--- src/rtl/quant_pack_out_pkg.sv ---
// ============================================================================
// quant_pack_out_pkg : shared widths, int8 limits and requant config record
// Rev 1.0
// ============================================================================
`default_nettype none

package quant_pack_out_pkg;

   localparam int QOUT_BITS_DEF  = 32;
   localparam int OUT_BITS_DEF   = 8;
   localparam int PACK_NUM_DEF   = 8;
   localparam int SHIFT_BITS_DEF = 6;

   localparam int Q31_FRAC   = 31;
   localparam int INT8_MIN   = -128;
   localparam int INT8_MAX   = 127;
   localparam int CORR_BITS  = 48;
   localparam int PROD_BITS  = 64;
   localparam int ROUND_BITS = 34;
   localparam int EFF_SHIFT_BITS = 5;

   // Shift is stored already clamped to 0..31 so the core never sees >31.
   typedef struct packed {
      logic [7:0]                wzp;
      logic [31:0]               bias;
      logic [31:0]               mult;
      logic [EFF_SHIFT_BITS-1:0] shift;
      logic [7:0]                ozp;
   } requant_cfg_t;

endpackage

`default_nettype wire

--- src/rtl/quant_pack_out_requant.sv ---
// ============================================================================
// requant_core : three-stage int32 -> int8 requantization with valid/flush pipe
// Rev 1.0
// ============================================================================
`default_nettype none

module requant_core
   import quant_pack_out_pkg::*;
#(
   parameter int QOUT_BITS = QOUT_BITS_DEF,
   parameter int OUT_BITS  = OUT_BITS_DEF
) (
   input  logic                 clk,
   input  logic                 reset,
   input  logic                 valid_in,
   input  logic [QOUT_BITS-1:0] acc,
   input  logic [QOUT_BITS-1:0] actsum,
   input  logic                 flush,
   input  requant_cfg_t         cfg,
   output logic                 out_valid,
   output logic [OUT_BITS-1:0]  out_byte,
   output logic                 out_flush,
   output logic                 busy
);

   localparam logic signed [CORR_BITS-1:0]  C_SAT_MAX = 48'sh0000_7FFF_FFFF;
   localparam logic signed [CORR_BITS-1:0]  C_SAT_MIN = 48'shFFFF_8000_0000;
   localparam logic signed [ROUND_BITS-1:0] Q_MAX     = ROUND_BITS'(INT8_MAX);
   localparam logic signed [ROUND_BITS-1:0] Q_MIN     = ROUND_BITS'(INT8_MIN);

   logic                 v1, v2, v3;
   logic                 f1, f2, f3;
   logic signed [31:0]   corr_r;
   logic signed [PROD_BITS-1:0] prod_r;
   logic [OUT_BITS-1:0]  byte_r;

   logic signed [CORR_BITS-1:0] acc_x, act_x, wzp_x, bias_x, corr_full;
   logic signed [31:0]          corr_sat;

   always_comb begin
      acc_x     = {{(CORR_BITS-QOUT_BITS){acc[QOUT_BITS-1]}}, acc};
      act_x     = {{(CORR_BITS-QOUT_BITS){actsum[QOUT_BITS-1]}}, actsum};
      wzp_x     = {{(CORR_BITS-8){cfg.wzp[7]}}, cfg.wzp};
      bias_x    = {{(CORR_BITS-32){cfg.bias[31]}}, cfg.bias};
      corr_full = acc_x - wzp_x * act_x + bias_x;
      if (corr_full > C_SAT_MAX) begin
         corr_sat = 32'sh7FFF_FFFF;
      end else if (corr_full < C_SAT_MIN) begin
         corr_sat = 32'sh8000_0000;
      end else begin
         corr_sat = corr_full[31:0];
      end
   end

   logic signed [PROD_BITS-1:0] corr_x, mult_x, prod_next;

   always_comb begin
      corr_x    = {{(PROD_BITS-32){corr_r[31]}}, corr_r};
      mult_x    = {{(PROD_BITS-32){cfg.mult[31]}}, cfg.mult};
      prod_next = corr_x * mult_x;
   end

   // Round half up: add 2^(tot-1) then arithmetic shift; r fits in 33 bits.
   logic [5:0]                   tot;
   logic signed [PROD_BITS-1:0]  rnd, sum_r, shifted;
   logic signed [ROUND_BITS-1:0] r34, q34;
   logic [OUT_BITS-1:0]          byte_next;

   always_comb begin
      tot     = 6'(Q31_FRAC) + {1'b0, cfg.shift};
      rnd     = 64'sd1 <<< (tot - 6'd1);
      sum_r   = prod_r + rnd;
      shifted = sum_r >>> tot;
      r34     = shifted[ROUND_BITS-1:0];
      q34     = r34 + {{(ROUND_BITS-8){cfg.ozp[7]}}, cfg.ozp};
      if (q34 > Q_MAX) begin
         byte_next = Q_MAX[OUT_BITS-1:0];
      end else if (q34 < Q_MIN) begin
         byte_next = Q_MIN[OUT_BITS-1:0];
      end else begin
         byte_next = q34[OUT_BITS-1:0];
      end
   end

   always_ff @(posedge clk) begin
      if (reset) begin
         v1     <= 1'b0;
         v2     <= 1'b0;
         v3     <= 1'b0;
         f1     <= 1'b0;
         f2     <= 1'b0;
         f3     <= 1'b0;
         corr_r <= '0;
         prod_r <= '0;
         byte_r <= '0;
      end else begin
         v1     <= valid_in;
         v2     <= v1;
         v3     <= v2;
         f1     <= flush;
         f2     <= f1;
         f3     <= f2;
         corr_r <= corr_sat;
         prod_r <= prod_next;
         byte_r <= byte_next;
      end
   end

   assign out_valid = v3;
   assign out_byte  = byte_r;
   assign out_flush = f3;
   assign busy      = v1 | v2 | v3 | f1 | f2 | f3;

endmodule

`default_nettype wire

--- src/rtl/quant_pack_out.sv ---
// ============================================================================
// quant_pack_out : requantizes serialized accumulators and packs int8 words
// Rev 1.0
// ============================================================================
`default_nettype none

module quant_pack_out
   import quant_pack_out_pkg::*;
#(
   parameter int QOUT_BITS  = QOUT_BITS_DEF,
   parameter int OUT_BITS   = OUT_BITS_DEF,
   parameter int PACK_NUM   = PACK_NUM_DEF,
   parameter int SHIFT_BITS = SHIFT_BITS_DEF
) (
   input  logic                         clk,
   input  logic                         reset,
   input  logic                         valid_in,
   input  logic [QOUT_BITS-1:0]         serial_result,
   input  logic [QOUT_BITS-1:0]         serial_actresult,
   input  logic                         flush,
   input  logic [7:0]                   cfg_wzp,
   input  logic [31:0]                  cfg_bias,
   input  logic [31:0]                  cfg_mult,
   input  logic [SHIFT_BITS-1:0]        cfg_shift,
   input  logic [7:0]                   cfg_ozp,
   output logic                         pk_valid,
   output logic [OUT_BITS*PACK_NUM-1:0] pk_data,
   output logic [PACK_NUM-1:0]          pk_be,
   output logic                         busy
);

   localparam int CNT_BITS  = (PACK_NUM > 1) ? $clog2(PACK_NUM) : 1;
   localparam int WORD_BITS = OUT_BITS * PACK_NUM;

   requant_cfg_t cfg;

   always_comb begin
      cfg.wzp   = cfg_wzp;
      cfg.bias  = cfg_bias;
      cfg.mult  = cfg_mult;
      cfg.ozp   = cfg_ozp;
      cfg.shift = (cfg_shift > SHIFT_BITS'(31)) ? 5'd31 : cfg_shift[EFF_SHIFT_BITS-1:0];
   end

   logic                core_valid;
   logic [OUT_BITS-1:0] core_byte;
   logic                core_flush;
   logic                core_busy;

   requant_core #(
      .QOUT_BITS (QOUT_BITS),
      .OUT_BITS  (OUT_BITS)
   ) u_core (
      .clk       (clk),
      .reset     (reset),
      .valid_in  (valid_in),
      .acc       (serial_result),
      .actsum    (serial_actresult),
      .flush     (flush),
      .cfg       (cfg),
      .out_valid (core_valid),
      .out_byte  (core_byte),
      .out_flush (core_flush),
      .busy      (core_busy)
   );

   logic [CNT_BITS-1:0]  cnt;
   logic [WORD_BITS-1:0] acc_data;
   logic [PACK_NUM-1:0]  acc_be;

   logic [WORD_BITS-1:0] next_data;
   logic [PACK_NUM-1:0]  next_be;
   logic                 word_full;
   logic                 emit;

   // A same-cycle byte is merged before the flush decision.
   always_comb begin
      next_data = acc_data;
      next_be   = acc_be;
      if (core_valid) begin
         next_data[cnt*OUT_BITS +: OUT_BITS] = core_byte;
         next_be[cnt]                        = 1'b1;
      end
      word_full = core_valid && (cnt == CNT_BITS'(PACK_NUM-1));
      emit      = word_full || (core_flush && (core_valid || (cnt != '0)));
   end

   always_ff @(posedge clk) begin
      if (reset) begin
         cnt      <= '0;
         acc_data <= '0;
         acc_be   <= '0;
         pk_valid <= 1'b0;
         pk_data  <= '0;
         pk_be    <= '0;
      end else begin
         pk_valid <= emit;
         if (emit) begin
            pk_data  <= next_data;
            pk_be    <= next_be;
            cnt      <= '0;
            acc_data <= '0;
            acc_be   <= '0;
         end else begin
            acc_data <= next_data;
            acc_be   <= next_be;
            if (core_valid) begin
               cnt <= cnt + 1'b1;
            end
         end
      end
   end

   assign busy = core_busy | (cnt != '0);

endmodule

`default_nettype wire

--- config.mk ---
export PLATFORM = sky130hd
export DESIGN_NAME = quant_pack_out
export DESIGN_NICKNAME = d
export VERILOG_FILES = /design/src/rtl/quant_pack_out_pkg.sv /design/src/rtl/quant_pack_out_requant.sv /design/src/rtl/quant_pack_out.sv
export SDC_FILE = /design/constraint.sdc
export NUM_CORES = 2
export LEC_CHECK = 0
export ABC_AREA = 1
export BUFFER_PORTS_ARGS = -buffer_cell sky130_fd_sc_hd__buf_2
export CORE_MARGIN = 4
export CORE_UTILIZATION = 63
export DETAILED_ROUTE_END_ITERATION = 7
export GPL_TIMING_DRIVEN = 0
export PLACE_DENSITY = 0.81
export SLEW_MARGIN = 40
export SYNTH_ARGS = -nofsm -noshare
export SYNTH_HDL_FRONTEND = slang
export SYNTH_SLANG_ARGS = --single-unit
export TNS_END_PERCENT = 1
--- constraint.sdc ---
create_clock -name clk -period 11 [get_ports clk]
set_clock_uncertainty 0.05 [all_clocks]
set_input_delay 2.2 -clock clk [delete_from_list [all_inputs] [get_ports clk]]
set_output_delay 2.2 -clock clk [all_outputs]
set_load 0.02 [all_outputs]
==> impl_metrics.csv <==
group,metric,value,unit
place,place_ws,-1.322,ns
final_layout,final_common_cell,"nand2_1",
floorplanning,die_x,339.2,um
min_path,hold_path_end,"u_core.out_flush",
worst_setup_path,arrival,11.10,ns
worst_setup_path,r2r_setup_slack,0.81,ns
synth,ys_types,55,
global_route,grt_overflow,0,
synth,synth_area_per_cell,7.214,um^2
clock_network,clock-sinks,258,
global_route,grt_pass1_vias,65470,
timing,finalHoldViolations,0,
synth,syn_area,69120,um^2
timing,finalCriticalPeriod,10.67,ns
worst_setup_path,critPathKind,"primary input to register",
clock_network,worst_skew_pair.late_latency,0.59,ns
synth,synth_ff_type,"dfxtp_1",
global_route,grt_start_max_net_pins,29,
timing,rsz0062_at_grt,"true",
route,route.vias.total,64943,
route,drt_iter0_drc,7224,
synth,yosysWarnings,0,
timing,finalSetupViolations,0,
final_layout,fillers,9613,
route,drt-total-wl,243400,um
timing,layout_setup_ws,0.3267,ns
clock_network,cts_tree,"built",
timing,drv_slew,0,
timing,tns,0,ns
floorplanning,dieArea,115100,um^2
route,wl_per_cell,21.60,um
global_route,grtUsageTotal,42.17,%
place,port_buffers,194,
timing,maxSlewHeadroom,32.18,%
synth,ys_ff_latch,258,
global_route,grt_pass1_wl,372400,um
final_layout,multi_input_area,54100,um^2
final_layout,seq_area,5165,um^2
synth,synthCells,9581,
clock_network,htreeDepth,1,
global_route,grt_antenna_before_repair,25,
min_path,hp-class,"register to register",
worst_setup_path,r2r_start,"u_core.corr_r[31]",
clock_network,numCtsBuffers,25,
clock_network,clock_tree.root_cell,"clkbuf_16",
final_layout,fin_nets,11719,
floorplanning,std_cell_rows,121,
timing,max_slew.worst_pin.slew,1.017,ns
run,maxCapViolations,0,
timing,fmax,93.69,MHz
route,viasPerCell,5.763,
synth,synth-edff-count,0,
clock_network,clk_pin_slew,0.07,ns
final_layout,area_delta_synth_final,5.838,%
timing,hold_slack,0.3661,ns
timing,period_share,97.03,%
run_status,failed_checks,"DRC",
route,drcViolationCount,2,
floorplanning,die_h,339.2,um
floorplanning,design.core.area,108900,um^2
synth,yosysSeqAreaShare,7.473,%
clock_network,hold_buffers,0,
worst_setup_path,cp.required,11.43,ns
worst_setup_path,cp-end-kind,"register",
floorplanning,start_util,63.49,%
worst_setup_path,start_kind,"primary input",
place,gp_congestion,1.047,
clock_network,clk_path_buf_depth,3,
route,drtPass1Iterations,8,
worst_setup_path,slowest_stage,"fa_1",
place,place_hpwl,209400,um
final_layout,layout-drive-gt1-share,5.184,%
worst_setup_path,max_stage_delay,0.90,ns
floorplanning,num_io_pins,228,
route,drtAntennaViolNets,0,
min_path,hp-start,"u_core.f2",
final_layout,mostFrequentLayoutCells,"nand2_1 (2,531), inv_1 (2,280), fa_1 (1,316)",
worst_setup_path,critPathMaxFanout,9,
min_path,hold_depth,2,
run_status,status,"finished with violations",
synth,ys_async_sr_fraction,0,%
worst_setup_path,rr_worst_depth,30,
worst_setup_path,r2r-end,"u_core.prod_r[62]",
==> worst max-delay path, delay by kind of cell <==
| family | cells | cell delay, ns |
|---|---|---|
| AO/OA/AOI/OAI | 5 | 0.89 |
| adder cells (fa/ha/maj) | 9 | 5.01 |
| AND/OR/NAND/NOR | 7 | 1.68 |
| buffers and inverters | 9 | 1.30 |
==> how the worst max path moves through the flow <==
stage,startpoint,depth (start not counted),end
after floorplan,cfg_wzp[0],40,u_core.corr_r[20]
after global placement,cfg_shift[5],57,u_core.out_byte[0]
after detailed placement,cfg_shift[5],59,u_core.out_byte[0]
after CTS,cfg_shift[5],60,u_core.out_byte[4]
after global routing,cfg_shift[5],61,u_core.out_byte[0]
final,cfg_mult[2],30,u_core.prod_r[62]
==> metal layers <==
| layer | up-vias | GRT usage [%] | part of all wire (%) |
|---|---|---|---|
| met5 | - | 0.2083 | 0.034 |
| met4 | 12 | 19.99 | 6.2 |
| met3 | 803 | 13.04 | 13 |
| met2 | 3825 | 62.86 | 42 |
| met1 | 31326 | 56.43 | 38 |
| li1 | 28977 | - | - |
==> kinds of logic after synthesis <==
group | share of synthesized area (%)
buffers and inverters | 14.65
AND/OR/NAND/NOR | 21.93
flip-flops | 7.473
multiplexers | 0.3675
XOR/XNOR | 1.999
adder cells (fa/ha/maj) | 45.91
AO/OA/AOI/OAI | 7.665
other | 0.005426
==> per-stage QoR <==
step | area (um^2) | cells | utilization [%]
after floorplan | 69160 | 9592 | -
final | 73150 | 11268 | 67.20
after detailed placement | 71990 | 11202 | 66.13
after CTS | 72780 | 11247 | 66.86
after global placement | 71900 | 11200 | 66.05
after global routing | 73130 | 11261 | 67.19
==> cells in the mapped netlist, types with 10 or more instances <==
library cell	count	share of area (%)
clkbuf_1	300	1.6
nor3_1	41	0.30
nand3b_1	17	0.18
nand2_2	10	0.091
nand4_1	41	0.37
o21a_1	29	0.31
ha_1	427	7.7
a21o_1	16	0.17
mux2i_1	22	0.32
clkbuf_2	28	0.20
buf_2	20	0.14
xor2_1	86	1.1
o21ai_1	17	0.12
fa_1	1318	38
or2_2	43	0.39
a21oi_1	363	2.6
a31oi_1	64	0.58
nand2_1	2540	14
nor4_1	30	0.27
xnor2_1	68	0.86
inv_1	2283	12
o21ai_0	390	2.8
nand3_1	458	3.3
buf_1	36	0.20
nor2_1	546	3.0
dfxtp_1	258	7.5
o21bai_1	20	0.22
o211ai_1	24	0.26
==> sequential cells by signal, indices dropped and copies added (netlist names), 3 cells and up <==
signal           flops
cnt                  3
acc_be               8
u_core.out_byte      8
u_core.prod_r       64
u_core.corr_r       32
pk_data             64
pk_be                8
acc_data            64
==> what timing repair did <==
action | in CTS | in global routing
gates cloned | 0 | 0
resized for setup | 15 | 89
setup buffers | 0 | 4
setup endpoints to repair | 8 | 43
pin swaps | 1 | 7
==> area by class of cell <==
cell class	count	area share, %
Multi-Input combinational cell	6656	73.96
Timing Repair Buffer	202	1.420
Clock inverter	9	0.1078
Inverter	2290	11.76
Buffer	387	2.271
Antenna cell	16	0.05473
Tap cell	1414	2.419
Clock buffer	36	0.9527
Sequential cell	258	7.061
Power is left out: the tool's default activity adds up to more than one toggle a clock period on the data nets, which glitch-free logic cannot reach.
